==> src/rtl/mix_round_sequencer.sv <==
`default_nettype none
// +--------------------------------------------------------------------------+
// | mix_round_sequencer                                                      |
// | Loads eight words from a seed, applies N mixing rounds, holds the result.|
// | Revision: 1.0                                                            |
// +--------------------------------------------------------------------------+
module mix_round_sequencer #(
  parameter int MAX_ROUNDS = 31
) (
  input  logic         clk,
  input  logic         rst,
  input  logic         in_valid,
  output logic         in_ready,
  input  logic [31:0]  in_seed,
  input  logic [4:0]   in_rounds,
  input  logic         abort,
  output logic         out_valid,
  input  logic         out_ready,
  output logic [255:0] out_data,
  output logic         busy,
  output logic [4:0]   rounds_left
);

  typedef enum logic [1:0] {
    IDLE = 2'd0,
    RUN  = 2'd1,
    DONE = 2'd2
  } state_t;

  localparam logic [4:0] c_max_rounds = 5'(MAX_ROUNDS);

  state_t       r_state;
  state_t       w_state_next;
  logic [255:0] r_words;
  logic [4:0]   r_rounds;
  logic         r_armed;
  logic         w_accept;
  logic [4:0]   w_load_rounds;

  function automatic logic [255:0] seed_words(input logic [31:0] seed);
    logic [255:0] w;
    w = '0;
    for (int i = 0; i < 8; i++) w[32*i +: 32] = seed + 32'(i);
    return w;
  endfunction

  // One round: add index, chained accumulate starting from o7, then xor-mix.
  function automatic logic [255:0] mix_round(input logic [255:0] s);
    logic [31:0]  a [8];
    logic [31:0]  b [8];
    logic [255:0] r;
    r = '0;
    for (int i = 0; i < 8; i++) a[i] = s[32*i +: 32] + 32'(i);
    b[0] = a[0] + a[7];
    for (int i = 1; i < 8; i++) b[i] = a[i] + b[i-1];
    for (int i = 0; i < 8; i++) r[32*i +: 32] = b[i] ^ (b[(i + 3) % 8] << 16);
    return r;
  endfunction

  // r_armed keeps in_ready low until the first edge after reset release.
  assign in_ready      = r_armed & (r_state == IDLE) & ~abort;
  assign out_valid     = (r_state == DONE);
  assign busy          = (r_state != IDLE);
  assign out_data      = r_words;
  assign rounds_left   = r_rounds;
  assign w_accept      = in_valid & in_ready;
  assign w_load_rounds = (in_rounds > c_max_rounds) ? c_max_rounds : in_rounds;

  always_ff @(posedge clk or posedge rst) begin
    if (rst) r_state <= IDLE;
    else     r_state <= w_state_next;
  end

  always_comb begin
    w_state_next = r_state;
    case (r_state)
      IDLE: if (w_accept) w_state_next = (w_load_rounds == 5'd0) ? DONE : RUN;
      RUN: begin
        if (abort)                   w_state_next = IDLE;
        else if (r_rounds == 5'd1)   w_state_next = DONE;
      end
      DONE: if (abort || out_ready) w_state_next = IDLE;
      default: w_state_next = IDLE;
    endcase
  end

  always_ff @(posedge clk or posedge rst) begin
    if (rst) begin
      r_words  <= '0;
      r_rounds <= '0;
      r_armed  <= 1'b0;
    end else begin
      r_armed <= 1'b1;
      if (w_accept) begin
        r_words  <= seed_words(in_seed);
        r_rounds <= w_load_rounds;
      end else if (r_state == RUN) begin
        if (abort) begin
          r_rounds <= '0;
        end else begin
          r_words  <= mix_round(r_words);
          r_rounds <= r_rounds - 5'd1;
        end
      end
    end
  end

endmodule
`default_nettype wire

==> config.mk <==
export PLATFORM = sky130hd
export DESIGN_NAME = mix_round_sequencer
export DESIGN_NICKNAME = d
export VERILOG_FILES = /design/src/rtl/mix_round_sequencer.sv
export SDC_FILE = /design/constraint.sdc
export NUM_CORES = 2
export LEC_CHECK = 0
export CELL_PAD_IN_SITES_DETAIL_PLACEMENT = 1
export CELL_PAD_IN_SITES_GLOBAL_PLACEMENT = 1
export CORE_MARGIN = 2
export CORE_UTILIZATION = 44
export CTS_CLUSTER_SIZE = 12
export DETAILED_ROUTE_END_ITERATION = 16
export PLACE_DENSITY = 0.78
export SLEW_MARGIN = 25
export SYNTH_ARGS = -nofsm -noshare
export SYNTH_HDL_FRONTEND = slang
export SYNTH_SLANG_ARGS = --single-unit
==> constraint.sdc <==
create_clock -name clk -period 16.3 [get_ports clk]
set_clock_uncertainty 0.05 [all_clocks]
set_input_delay 3.26 -clock clk [delete_from_list [all_inputs] [get_ports clk]]
set_output_delay 3.26 -clock clk [all_outputs]
set_load 0.1 [all_outputs]
## After elaboration in Yosys (flattened, before gate mapping)

Cells that the tools add are included.
W data, S select, Z words.

- Register bits after elaboration: 264
- Input port bits: 42
- Output and inout port bits: 264

- Add/subtract/negate cells: 23
- Magnitude comparators: 1
- Equal/unequal tests: 7
- Muxes and demuxes: 13
- Bitwise logic cells: 12
- Reduce and logical (&&, ||, !) cells: 7

Operators by type and width:

| cell | count |
|---|---|
| $mux W256 | 3 |
| $add A32 B3 Y32 const B | 8 |
| $add A32 B32 Y32 | 8 |
| $xor A32 B32 Y32 | 8 |
| $add A32 B2 Y32 const B | 4 |
| $add A32 B1 Y32 const B | 2 |
| $mux W5 | 4 |
| $mux W2 | 5 |
| $pmux W2 S3 | 1 |
| $eq A5 B1 Y1 const B | 1 |
| $gt A5 B5 Y1 const B | 1 |
| $logic_not A5 Y1 | 1 |
| $sub A5 B1 Y5 const B | 1 |
| $ne A2 B1 Y1 const B | 2 |
| $reduce_bool A2 Y1 | 2 |
| $and A1 B1 Y1 | 3 |
| $ne A3 B3 Y1 const B | 1 |
| $reduce_and A3 Y1 | 1 |
| $eq A2 B1 Y1 const B | 1 |
| $eq A2 B2 Y1 const B | 1 |
| $logic_not A2 Y1 | 1 |
| $ne A2 B2 Y1 const B | 1 |
| $reduce_and A2 Y1 | 1 |
| $logic_or A1 B1 Y1 | 1 |
| $not A1 Y1 | 1 |

## Depth between registers and ports, before layout

- Depth in word-level cells: 13
- Gate-level depth with buffers: 77
- Mapped depth without buffers: 77

## Worst setup path before layout

No wires, ideal clock.

- Path kind: register to register
- From: reg r_words[224] (netlist: out_data[224])
- To: reg r_words[255] (netlist: out_data[255])
- Library setup time: 88 ps
- Data arrival time: 14281 ps
- Setup slack: 1881 ps
- Stages on the path, launching flop included: 70
- Period minus slack after synthesis: 14419 ps
- Path through: dfrtp_1 > inv_1 > ha_1 > xor2_1 > ha_1 > nor2b_1 > o21ai_0 > a21boi_0 > o21ai_0 > a21boi_0 > nor2_1 > ha_1 > a2111o_1 > or2_2 > nand2_1 > xor2_1 > inv_1 > ha_1 > (+34 left out) > or3_1 > a21oi_1 > nor2_1 > o31a_1 > o41ai_1 > xnor2_1 > ha_1 > a21oi_1 > nor2b_1 > o21ai_0 > nand2b_1 > and2_1 > o21ai_0 > o31ai_1 > nor3_1 > xor2_1 > nand2_1 > a22oi_1

- Longest elaborated chain between the ends: 13

Ends and longest elaborated chain:

| item | line | RTL |
|---|---|---|
| start, declared | 34 | `logic [255:0] r_words;` |
| start signal, assigned | 95 | `r_words <= seed_words(in_seed);` |
| start signal, assigned | 101 | `r_words <= mix_round(r_words);` |
| $add A32 B3 Y32 * | 53 | `for (int i = 0; i < 8; i++) a[i] = s[32*i +: 32] + 32'(i);` |
| $add A32 B32 Y32 | 54 | `b[0] = a[0] + a[7];` |
| $add A32 B32 Y32 (7 in series) | 55 | `for (int i = 1; i < 8; i++) b[i] = a[i] + b[i-1];` |
| $xor A32 B32 Y32 * | 56 | `for (int i = 0; i < 8; i++) r[32*i +: 32] = b[i] ^ (b[(i + 3) % 8] << 16);` |
| $mux W256 * | 98 | `if (abort) begin` |
| $mux W256 * | 97 | `end else if (r_state == RUN) begin` |
| $mux W256 * | 94 | `if (w_accept) begin` |

Every way passes the cells marked *; elsewhere a longest branch is shown, timed or not. The select of a mux whose other input is x is not followed.
A chain may end at the register's enable or synchronous reset.

## Worst setup path in the final report

Same ends and word-level chain as after synthesis.

==> run metrics <==
CTS tree=yes; Critical Path Sink Type=flip-flop; clock buffer depth=3; DRT Wirelength=167000 um; gr ovfl total=0; Final min period=roughly 16 ns; Synth Net Count=between 4000 and 5000; later-pin clock latency in the skew report=0.60 ns; WS Path Type=reg -> reg; status=complete, no violations; CP Launch Type=flip-flop; design area=37000 sq um; io pins=306; Final Max Slew Viols=0; fmax=63.8 MHz; First-pass DRT Iterations=6; Inserted Clock Buffers=36; Hold Fails Final Rpt=0; via/cell ratio=6.52; worst hold slack=0.492 ns; clock sinks=~260; commonest non-fill, non-tap cell in the layout=nand2_1; DR vias=32900; pre-CTS setup slack=-0.404 ns; Max Cap Viol=0; max_slew headroom=approximately 15%; CP required=16.75 ns; synth warn=0; sequential area share after synthesis=22.2%; H-tree Lvls=2; Reg clk slew, reported paths=0.07 ns; FP Rows=95; Layout Area Growth over Synthesis=24.3%; post-synth cell types=71; clock root buffer=clkbuf_16; Core Area=67000 sq um; most frequent cell on the critical path=ha_1; dpl cell area=between 30000 and 40000 sq um; initial antenna violation count=5; RD Place Congestion=roughly 1.0; largest net degree at the start of global routing=111; post-layout net count=4611; Critical Path Max Stage Delay=between 0.6 and 0.7 ns; initial core utilization=44.4%; Die Y=264 um; die footprint=between 60000 and 70000 sq um; Yosys reg bits=264; wire per inst=33.1 um; vias in the first global route=roughly 33000; die width=264 um; share of cells above drive strength 1=between 10% and 20%; commonest cells after routing, fill and taps aside=nand2_1, ha_1, xnor2_1; Synth Instances=3704; Residual DRC=0; final worst-path cycle share=between 90% and 100%; first-pass GRT wire length=234000 um; Post-DRT Antenna Nets=0; Port Buffers=305; Mapped Avg Cell Area=8.03 sq um; Async S/R FF share, synth=between 90% and 100%; placed cell count=4973; Mapped Area=~30000 sq um; Critical Path Slowest Stage Cell=xor2_1; DP HPWL=132000 um; fin worst setup slack=0.634 ns; Synth Flop Type=dfrtp_1; WP data arrival=~16 ns; Slew @ Worst Pin=1.27 ns; Post-synth EDFFs=0; Hold WC Path Type=reg -> reg; Layout Cells excl Fill=between 5000 and 6000; Iter 0 DRT Violations=around 3800; Worst Path Max Fanout=6; filler cell count=8075; overall fraction of global-route tracks in use=between 40% and 50%; final setup violating endpoints=0
critical path, delay by kind of cell (launching register included):
| family | cells | cell delay, ns |
|---|---|---|
| buf+inv | 7 | 1.33 |
| xor+xnor | 9 | 2.99 |
| fa+ha+maj | 14 | 4.45 |
| flops | 1 | 0.43 |
| simple gates | 19 | 2.54 |
| compound gates | 21 | 3.81 |
per-layer routing:
metal	share of wire, %	GRT usage [%]	up-vias
met2	42	68.9	1925
met5	0.0066	0	-
met1	39	59.3	16352
met3	11	12.0	582
met4	8.0	31.6	2
li1	-	-	14039
flip-flops by register name, indices dropped and copies added (netlist names):
signal	flops
out_data	256
r_armed	1
r_state	2
rounds_left	5
path summary, 6_finish.rpt:
check / slack [ns] / start / cells past startpoint / endpoint
setup / recovery: 0.63 / out_data[224] / 70 / out_data[255]
setup reg to reg: 0.63 / out_data[224] / 70 / out_data[255]
min in group asynchronous: 3.17 / rst / 2 / out_data[157]
hold / removal: 0.49 / rounds_left[4] / 2 / rounds_left[4]
hold reg to reg: 0.49 / rounds_left[4] / 2 / rounds_left[4]
max in group asynchronous: 10.80 / rst / 4 / out_data[24]
cell families (layout without fill, tap and decap cells):
kind of cell | after synthesis | count (layout) | share of synthesized area, %
xor+xnor | 589 | 589 | 17.8
fa+ha+maj | 422 | 422 | 17.9
other cells | 1 | 4 | 0.0126
flops | 264 | 264 | 22.2
mux | 5 | 5 | 0.168
simple gates | 1094 | 1094 | 16.1
compound gates | 1033 | 1033 | 22.0
buf+inv | 296 | 764 | 3.74
synth_stat cells (36+ instances only):
library cell | count | area, sq um
xor2_1 | 222 | 1940
nand3_1 | 81 | 405
o211ai_1 | 64 | 480
a211oi_1 | 36 | 270
a31oi_1 | 96 | 601
dfrtp_1 | 264 | 6610
ha_1 | 414 | 5180
a21oi_1 | 276 | 1380
o21bai_1 | 42 | 315
a21o_1 | 94 | 706
xnor2_1 | 356 | 3120
nand4_1 | 39 | 244
nand2_1 | 460 | 1730
nor2_1 | 315 | 1180
nor3_1 | 51 | 255
clkbuf_1 | 132 | 495
inv_1 | 137 | 514
o21ai_0 | 213 | 1070
area by class of cell:
class	instances	area [sq um]	area share, %
diodes	3	7.51	0.0203
clock buffers	54	1090	2.95
clock inverters	9	126	0.342
inverters	137	522	1.41
multi-input cells	3144	22600	61.0
flip-flops and latches	264	6610	17.9
well taps	873	1090	2.95
repair buffers	564	5000	13.5
what timing repair did:
item                       CTS  global route
buffers inserted             1             8
setup endpoints to repair    5            12
gates resized for setup      8            91
hold buffers                 0             0
pin swaps                    1            11
metrics by stage:
| step | util (%) | TNS, ns |
|---|---|---|
| finish | 55.2 | 0 |
| global route | 55.2 | -0.0361 |
| global placement | 52.6 | -0.309 |
| floorplan | - | 0 |
| detailed placement | 52.5 | -0.433 |
| CTS | 54.4 | 0 |
Power is left out: the tool's default activity adds up to more than one toggle a clock period on the data nets, which glitch-free logic cannot reach.
